<file path="src/rtl/div_axis_iter.sv">
// Iterative radix-2 restoring divider with AXI-stream style operand channels.
//
// Ports:
//   div_clk, resetn            clock; synchronous active-low reset
//   s_axis_dividend_*          dividend channel (tuser = signed-mode flag)
//   s_axis_divisor_*           divisor channel
//   m_axis_dout_tvalid/tdata   one-cycle result pulse, {quotient, remainder}
//
// Each operand channel has its own one-entry hold register, so either operand
// may arrive first. The division starts on the edge where the second one
// transfers. The result appears WIDTH cycles later and has no backpressure.
module div_axis_iter #(
  parameter int unsigned WIDTH = 32
) (
  input  logic                 div_clk,
  input  logic                 resetn,
  input  logic                 s_axis_dividend_tvalid,
  output logic                 s_axis_dividend_tready,
  input  logic [WIDTH-1:0]     s_axis_dividend_tdata,
  input  logic                 s_axis_dividend_tuser,
  input  logic                 s_axis_divisor_tvalid,
  output logic                 s_axis_divisor_tready,
  input  logic [WIDTH-1:0]     s_axis_divisor_tdata,
  output logic                 m_axis_dout_tvalid,
  output logic [2*WIDTH-1:0]   m_axis_dout_tdata
);

  localparam int unsigned CW = $clog2(WIDTH) + 1;

  typedef enum logic [1:0] {IDLE, CALC, DONE} state_t;

  state_t               state_q, state_d;
  logic [CW-1:0]        cnt_q, cnt_d;
  logic                 xcap_q, xcap_d;
  logic                 ycap_q, ycap_d;
  logic [WIDTH-1:0]     xh_q, xh_d;
  logic                 sh_q, sh_d;
  logic [WIDTH-1:0]     yh_q, yh_d;
  logic [WIDTH-1:0]     rem_q, rem_d;
  logic [WIDTH-1:0]     quo_q, quo_d;
  logic [WIDTH-1:0]     ay_q, ay_d;
  logic                 qneg_q, qneg_d;
  logic                 rneg_q, rneg_d;
  logic                 div0_q, div0_d;
  logic [WIDTH-1:0]     xraw_q, xraw_d;
  logic [2*WIDTH-1:0]   dout_q, dout_d;

  logic                 dvd_fire, dsr_fire, start;
  logic [WIDTH-1:0]     x_sel, y_sel;
  logic                 s_sel;
  logic [WIDTH:0]       trial;
  logic [WIDTH-1:0]     rem_n, quo_n;

  // resetn gating keeps both readies low throughout the reset cycle
  assign s_axis_dividend_tready = resetn & (state_q == IDLE) & ~xcap_q;
  assign s_axis_divisor_tready  = resetn & (state_q == IDLE) & ~ycap_q;
  assign m_axis_dout_tvalid     = (state_q == DONE);
  assign m_axis_dout_tdata      = dout_q;

  assign dvd_fire = s_axis_dividend_tvalid & s_axis_dividend_tready;
  assign dsr_fire = s_axis_divisor_tvalid  & s_axis_divisor_tready;
  assign start    = (xcap_q | dvd_fire) & (ycap_q | dsr_fire);

  // Operands come straight from the bus when they transfer on the start edge
  assign x_sel = dvd_fire ? s_axis_dividend_tdata : xh_q;
  assign s_sel = dvd_fire ? s_axis_dividend_tuser : sh_q;
  assign y_sel = dsr_fire ? s_axis_divisor_tdata  : yh_q;

  // One restoring step: shift {rem, quo} left, trial-subtract with a borrow bit
  always_comb begin
    trial = {rem_q, quo_q[WIDTH-1]} - {1'b0, ay_q};
    if (!trial[WIDTH]) begin
      rem_n = trial[WIDTH-1:0];
      quo_n = {quo_q[WIDTH-2:0], 1'b1};
    end else begin
      rem_n = {rem_q[WIDTH-2:0], quo_q[WIDTH-1]};
      quo_n = {quo_q[WIDTH-2:0], 1'b0};
    end
  end

  always_comb begin
    state_d = state_q;
    cnt_d   = cnt_q;
    xcap_d  = xcap_q;
    ycap_d  = ycap_q;
    xh_d    = xh_q;
    sh_d    = sh_q;
    yh_d    = yh_q;
    rem_d   = rem_q;
    quo_d   = quo_q;
    ay_d    = ay_q;
    qneg_d  = qneg_q;
    rneg_d  = rneg_q;
    div0_d  = div0_q;
    xraw_d  = xraw_q;
    dout_d  = dout_q;

    unique case (state_q)
      IDLE: begin
        if (dvd_fire) begin
          xcap_d = 1'b1;
          xh_d   = s_axis_dividend_tdata;
          sh_d   = s_axis_dividend_tuser;
        end
        if (dsr_fire) begin
          ycap_d = 1'b1;
          yh_d   = s_axis_divisor_tdata;
        end
        if (start) begin
          state_d = CALC;
          cnt_d   = '0;
          xcap_d  = 1'b0;
          ycap_d  = 1'b0;
          rem_d   = '0;
          quo_d   = (s_sel & x_sel[WIDTH-1]) ? ('0 - x_sel) : x_sel;
          ay_d    = (s_sel & y_sel[WIDTH-1]) ? ('0 - y_sel) : y_sel;
          qneg_d  = s_sel & (x_sel[WIDTH-1] ^ y_sel[WIDTH-1]);
          rneg_d  = s_sel & x_sel[WIDTH-1];
          div0_d  = (y_sel == '0);
          xraw_d  = x_sel;
        end
      end
      CALC: begin
        rem_d = rem_n;
        quo_d = quo_n;
        cnt_d = cnt_q + 1'b1;
        if (cnt_q == CW'(WIDTH - 1)) begin
          state_d = DONE;
          if (div0_q) begin
            dout_d = {{WIDTH{1'b1}}, xraw_q};
          end else begin
            dout_d = {(qneg_q ? ('0 - quo_n) : quo_n),
                      (rneg_q ? ('0 - rem_n) : rem_n)};
          end
        end
      end
      DONE: begin
        state_d = IDLE;
      end
      default: begin
        state_d = IDLE;
      end
    endcase
  end

  always_ff @(posedge div_clk) begin
    if (!resetn) begin
      state_q <= IDLE;
      cnt_q   <= '0;
      xcap_q  <= 1'b0;
      ycap_q  <= 1'b0;
      xh_q    <= '0;
      sh_q    <= 1'b0;
      yh_q    <= '0;
      rem_q   <= '0;
      quo_q   <= '0;
      ay_q    <= '0;
      qneg_q  <= 1'b0;
      rneg_q  <= 1'b0;
      div0_q  <= 1'b0;
      xraw_q  <= '0;
      dout_q  <= '0;
    end else begin
      state_q <= state_d;
      cnt_q   <= cnt_d;
      xcap_q  <= xcap_d;
      ycap_q  <= ycap_d;
      xh_q    <= xh_d;
      sh_q    <= sh_d;
      yh_q    <= yh_d;
      rem_q   <= rem_d;
      quo_q   <= quo_d;
      ay_q    <= ay_d;
      qneg_q  <= qneg_d;
      rneg_q  <= rneg_d;
      div0_q  <= div0_d;
      xraw_q  <= xraw_d;
      dout_q  <= dout_d;
    end
  end

endmodule

</file>
<file path="config.mk">
export PLATFORM = sky130hd
export DESIGN_NAME = div_axis_iter
export DESIGN_NICKNAME = d
export VERILOG_FILES = /design/src/rtl/div_axis_iter.sv
export SDC_FILE = /design/constraint.sdc
export NUM_CORES = 1
export LEC_CHECK = 0
export CAP_MARGIN = 20
export CORE_UTILIZATION = 30
export CTS_CLUSTER_SIZE = 8
export DETAILED_ROUTE_END_ITERATION = 8
export HOLD_SLACK_MARGIN = 0.03
export SLEW_MARGIN = 20
export SYNTH_ARGS = -nofsm -noshare
export SYNTH_HDL_FRONTEND = slang
export SYNTH_SLANG_ARGS = --single-unit
</file>
<file path="constraint.sdc">
create_clock -name div_clk -period 5.5 [get_ports div_clk]
set_input_delay 1.1 -clock div_clk [delete_from_list [all_inputs] [get_ports div_clk]]
set_output_delay 1.1 -clock div_clk [all_outputs]
set_load 0.03 [all_outputs]
</file>
==> flow_summary.yaml <==
status:
  run_status: "finished, final reports clean"
finish:
  final_net_count: 2171
  layout.cells.most_common_list: "270 x sky130_fd_sc_hd__dfxtp_1, 246 x sky130_fd_sc_hd__nor2_1, 207 x sky130_fd_sc_hd__nand2_1"
  areaGrowthSynthToFinish_pct: 20.2
  final_common_cell: "sky130_fd_sc_hd__dfxtp_1"
  num-fill-cells: 5168
  n_antenna_cell: 0
  post_route_cells_drive_above_1_share_pct: 6.72
clock_tree:
  hold_bufs_at_cts: 0
  setup_bufs_post_cts: 0
  clkTransAtPathRegs_ns: 0.05
  cts_inserted_buffers: 39
  post_cts_resized: 0
  cts_max_level: 2
  clk-insertion-delay-late_ns: 0.58
  cts_tree: "yes"
  clk_path_buf_depth: 3
  ctsRootBufferMaster: "sky130_fd_sc_hd__clkbuf_16"
  clock_sinks: 270
place:
  gp_congestion: 0.914
  placement.io_buffers: 135
  detailedPlacementHpwl_um: 41000
sta:
  tightestPinTransition_ns: 1.00
  maxSlewHeadroom_pct: 33.2
  report.final.slew_viol_count: 0
  period_needed_ns: 4.99
  number_of_failing_hold_endpoints_at_the_final_stage: 0
  achievable-frequency_mhz: 200
  totalNegativeSetupSlack_ns: 0
  timing.clock.skew_ns: 0.0226
  finalCritPeriodShare_pct: 90.8
  setup-violations-final: 0
  rsz0062_at_grt: "false"
synth:
  post_synthesis_simple_gate_area_fraction_pct: 20.6
  post_synth_instance_area_um2: 15500
  synthAdderAreaFrac_pct: 3.11
  synth-xor-area-share_pct: 6.88
  asyncSetResetFlopFracSynth_pct: 0
  synth_cell_types: 87
  synth_compound_area_share_pct: 23.8
  synth_enable_flop_cells: 0
  seq_area_frac_synth_pct: 34.8
  syn-instance-count: 1971
  mappedNetlistNets: 2078
  ys_warn_count: 0
  synth_register_bits: 270
  synthMuxAreaShare_pct: 6.29
  synth_top_family_by_area: "compound AO/OA/AOI/OAI gates"
  synth_top_flop_cell: "sky130_fd_sc_hd__dfxtp_1"
  post_synth.cell_area_avg_um2: 7.88
hold_path:
  timing.hold.worst.class: "flop to flop"
  holdPathStages: 2
  hold_start: "ay_q[19]$_SDFFE_PN0P_"
  holdPathEnd: "ay_q[19]$_SDFFE_PN0P_"
grt:
  grt_util_all_layers_pct: 20.2
  grt_max_degree: 128
  most_used_routing_layer: "met2"
  grtUsageMet3_pct: 3.49
  grt_util_met2_pct: 31.0
  wire_length_of_the_first_global_routing_pass_um: 83900
  initial_antenna_violation_count: 0
  use_met1_pct: 28.2
  first_global_vias: 14200
  globalRoute.totalOverflow: 0
floorplanning:
  io_pins: 136
  rows: 82
  die_h_um: 229
  die-area_um2: 52700
  die_width_um: 229
  core_area_um2: 50600
  floorplan.initialDensity_pct: 30.7
setup_path:
  timing.critical_path.fanout_max: 9
  critical_path_class: "flop to flop"
  worst-endpoint-arrival_ns: 5.41
  reg2reg_from: "rem_q[3]$_SDFFE_PN0P_"
  timing.rr.end: "m_axis_dout_tdata[26]$_SDFFE_PN0P_"
  worst-endpoint-required_ns: 5.91
  endpoint_kind: "flop"
  flop2flop_setup_slack_ns: 0.51
  start_kind: "flop"
  rr_worst_depth: 19
routing:
  drt_iter0_drc: 1316
  drt_drc_violations_left: 0
  vias: 15100
  drtPass1Iterations: 5
  ant_nets: 0
  via_per_inst: 5.51
  routed_wl_um: 54500
  route.detailed.wl_per_inst_um: 19.9
power_and_ir_drop:
  leakagePower_uw: 0.00683
  vdd_drop_max_mv: 0.878
  power_density_nw_per_um2: 648
  power.total_uw: 12100
run:
  drv_cap: 0
cells in the mapped netlist (9+ instances only):
cell | instances | share of area, %
sky130_fd_sc_hd__xnor2_1 | 71 | 4.0
sky130_fd_sc_hd__clkbuf_1 | 99 | 2.4
sky130_fd_sc_hd__nor2_1 | 248 | 6.0
sky130_fd_sc_hd__or3_1 | 42 | 1.7
sky130_fd_sc_hd__o31ai_1 | 22 | 1.1
sky130_fd_sc_hd__mux2i_1 | 85 | 5.5
sky130_fd_sc_hd__a31oi_1 | 29 | 1.2
sky130_fd_sc_hd__inv_1 | 49 | 1.2
sky130_fd_sc_hd__ha_1 | 37 | 3.0
sky130_fd_sc_hd__xor2_1 | 51 | 2.9
sky130_fd_sc_hd__a211oi_1 | 47 | 2.3
sky130_fd_sc_hd__a21o_1 | 9 | 0.44
sky130_fd_sc_hd__o21ai_0 | 112 | 3.6
sky130_fd_sc_hd__dfxtp_1 | 270 | 35
sky130_fd_sc_hd__nand2b_1 | 13 | 0.52
sky130_fd_sc_hd__nand4_1 | 16 | 0.64
sky130_fd_sc_hd__buf_2 | 21 | 0.68
sky130_fd_sc_hd__a21oi_1 | 187 | 6.0
sky130_fd_sc_hd__nand3_1 | 37 | 1.2
sky130_fd_sc_hd__a22oi_1 | 48 | 2.3
sky130_fd_sc_hd__nor4_1 | 20 | 0.81
sky130_fd_sc_hd__o211ai_1 | 29 | 1.4
sky130_fd_sc_hd__and3_1 | 19 | 0.77
sky130_fd_sc_hd__nand2_1 | 207 | 5.0
sky130_fd_sc_hd__mux2_2 | 10 | 0.73
sky130_fd_sc_hd__nor3_1 | 35 | 1.1
sky130_fd_sc_hd__nor2b_1 | 9 | 0.36
layer usage:
layer | up-vias | part of all wire (%)
met1 | 7220 | 46
li1 | 7259 | -
met4 | 0 | 3.2
met2 | 537 | 43
met5 | - | 0
met3 | 86 | 7.1
worst max path at each step:
stage                            from                                 end  slack [ns]  depth (start not counted)
6_report        rem_q[3]$_SDFFE_PN0P_  m_axis_dout_tdata[26]$_SDFFE_PN0P_        0.51                         19
5_1_grt         rem_q[3]$_SDFFE_PN0P_  m_axis_dout_tdata[26]$_SDFFE_PN0P_        0.16                         19
4_1_cts        quo_q[31]$_SDFFE_PN0P_  m_axis_dout_tdata[26]$_SDFFE_PN0P_        0.58                         22
3_5_place_dp   quo_q[31]$_SDFFE_PN0P_  m_axis_dout_tdata[26]$_SDFFE_PN0P_        0.63                         22
3_3_place_gp   quo_q[31]$_SDFFE_PN0P_  m_axis_dout_tdata[26]$_SDFFE_PN0P_        0.76                         22
2_1_floorplan                  resetn               ay_q[30]$_SDFFE_PN0P_        0.11                         18
metrics by stage:
stage | hold WS [ns] | area [um^2] | setup WS, ns | instances | util [%]
2_1_floorplan | 0.432 | 15500 | 0.113 | 1971 | -
3_3_place_gp | 0.441 | 17600 | 0.762 | 2695 | 34.8
3_5_place_dp | 0.445 | 17600 | 0.629 | 2695 | 34.8
4_1_cts | 0.450 | 18700 | 0.580 | 2739 | 36.9
5_1_grt | 0.472 | 18700 | 0.160 | 2739 | 36.9
6_report | 0.449 | 18700 | 0.506 | 2739 | 36.9
kinds of logic after synthesis:
family / count (synthesis)
AOI/OAI and AO/OA: 576
buffers and inverters: 178
muxes: 96
DFF: 270
and+or+nand+nor: 691
xor gates and xnor gates: 122
adders and majority gates: 38
critical path, cell delays in order, from the launching register on:
cell	delay, ns
sky130_fd_sc_hd__dfxtp_1	0.47
sky130_fd_sc_hd__ha_1	0.33
sky130_fd_sc_hd__a21oi_1	0.46
sky130_fd_sc_hd__o22ai_2	0.19
sky130_fd_sc_hd__o2111ai_2	0.30
sky130_fd_sc_hd__a211oi_2	0.16
sky130_fd_sc_hd__nor3_2	0.50
sky130_fd_sc_hd__nor2_4	0.16
sky130_fd_sc_hd__inv_2	0.15
sky130_fd_sc_hd__nor2_1	0.05
sky130_fd_sc_hd__a21oi_1	0.24
sky130_fd_sc_hd__ha_1	0.26
sky130_fd_sc_hd__inv_1	0.08
sky130_fd_sc_hd__nor4_1	0.29
sky130_fd_sc_hd__buf_4	0.18
sky130_fd_sc_hd__a31o_2	0.15
sky130_fd_sc_hd__nand4_1	0.15
sky130_fd_sc_hd__o41ai_1	0.44
sky130_fd_sc_hd__xor2_1	0.18
sky130_fd_sc_hd__o31ai_1	0.07
sequential cells by signal, summed over array words and instances (netlist names):
| register | count |
|---|---|
| m_axis_dout_tdata | 64 |
| ay_q | 32 |
| quo_q | 32 |
| rem_q | 32 |
| xh_q | 32 |
| xraw_q | 32 |
| yh_q | 32 |
| cnt_q | 6 |
| state_q | 2 |
| div0_q | 1 |
| qneg_q | 1 |
| rneg_q | 1 |
| sh_q | 1 |
| xcap_q | 1 |
| ycap_q | 1 |
where the power goes:
group | internal [uW] | switching [uW]
clock | 1270 | 927
combinational | 2640 | 5050
sequential | 2070 | 130
total | 5980 | 6110
cell type report:
class | count | area (um^2) | share of cell area [%]
repair buffers | 179 | 1690 | 9.05
clock buffers | 41 | 983 | 5.27
flip-flops and latches | 270 | 5410 | 29.0
clock inverters | 3 | 80.1 | 0.429
inverters | 51 | 196 | 1.05
multi-input cells | 1523 | 9470 | 50.7
well taps | 672 | 841 | 4.50
Power figures use the tool's default switching activity.
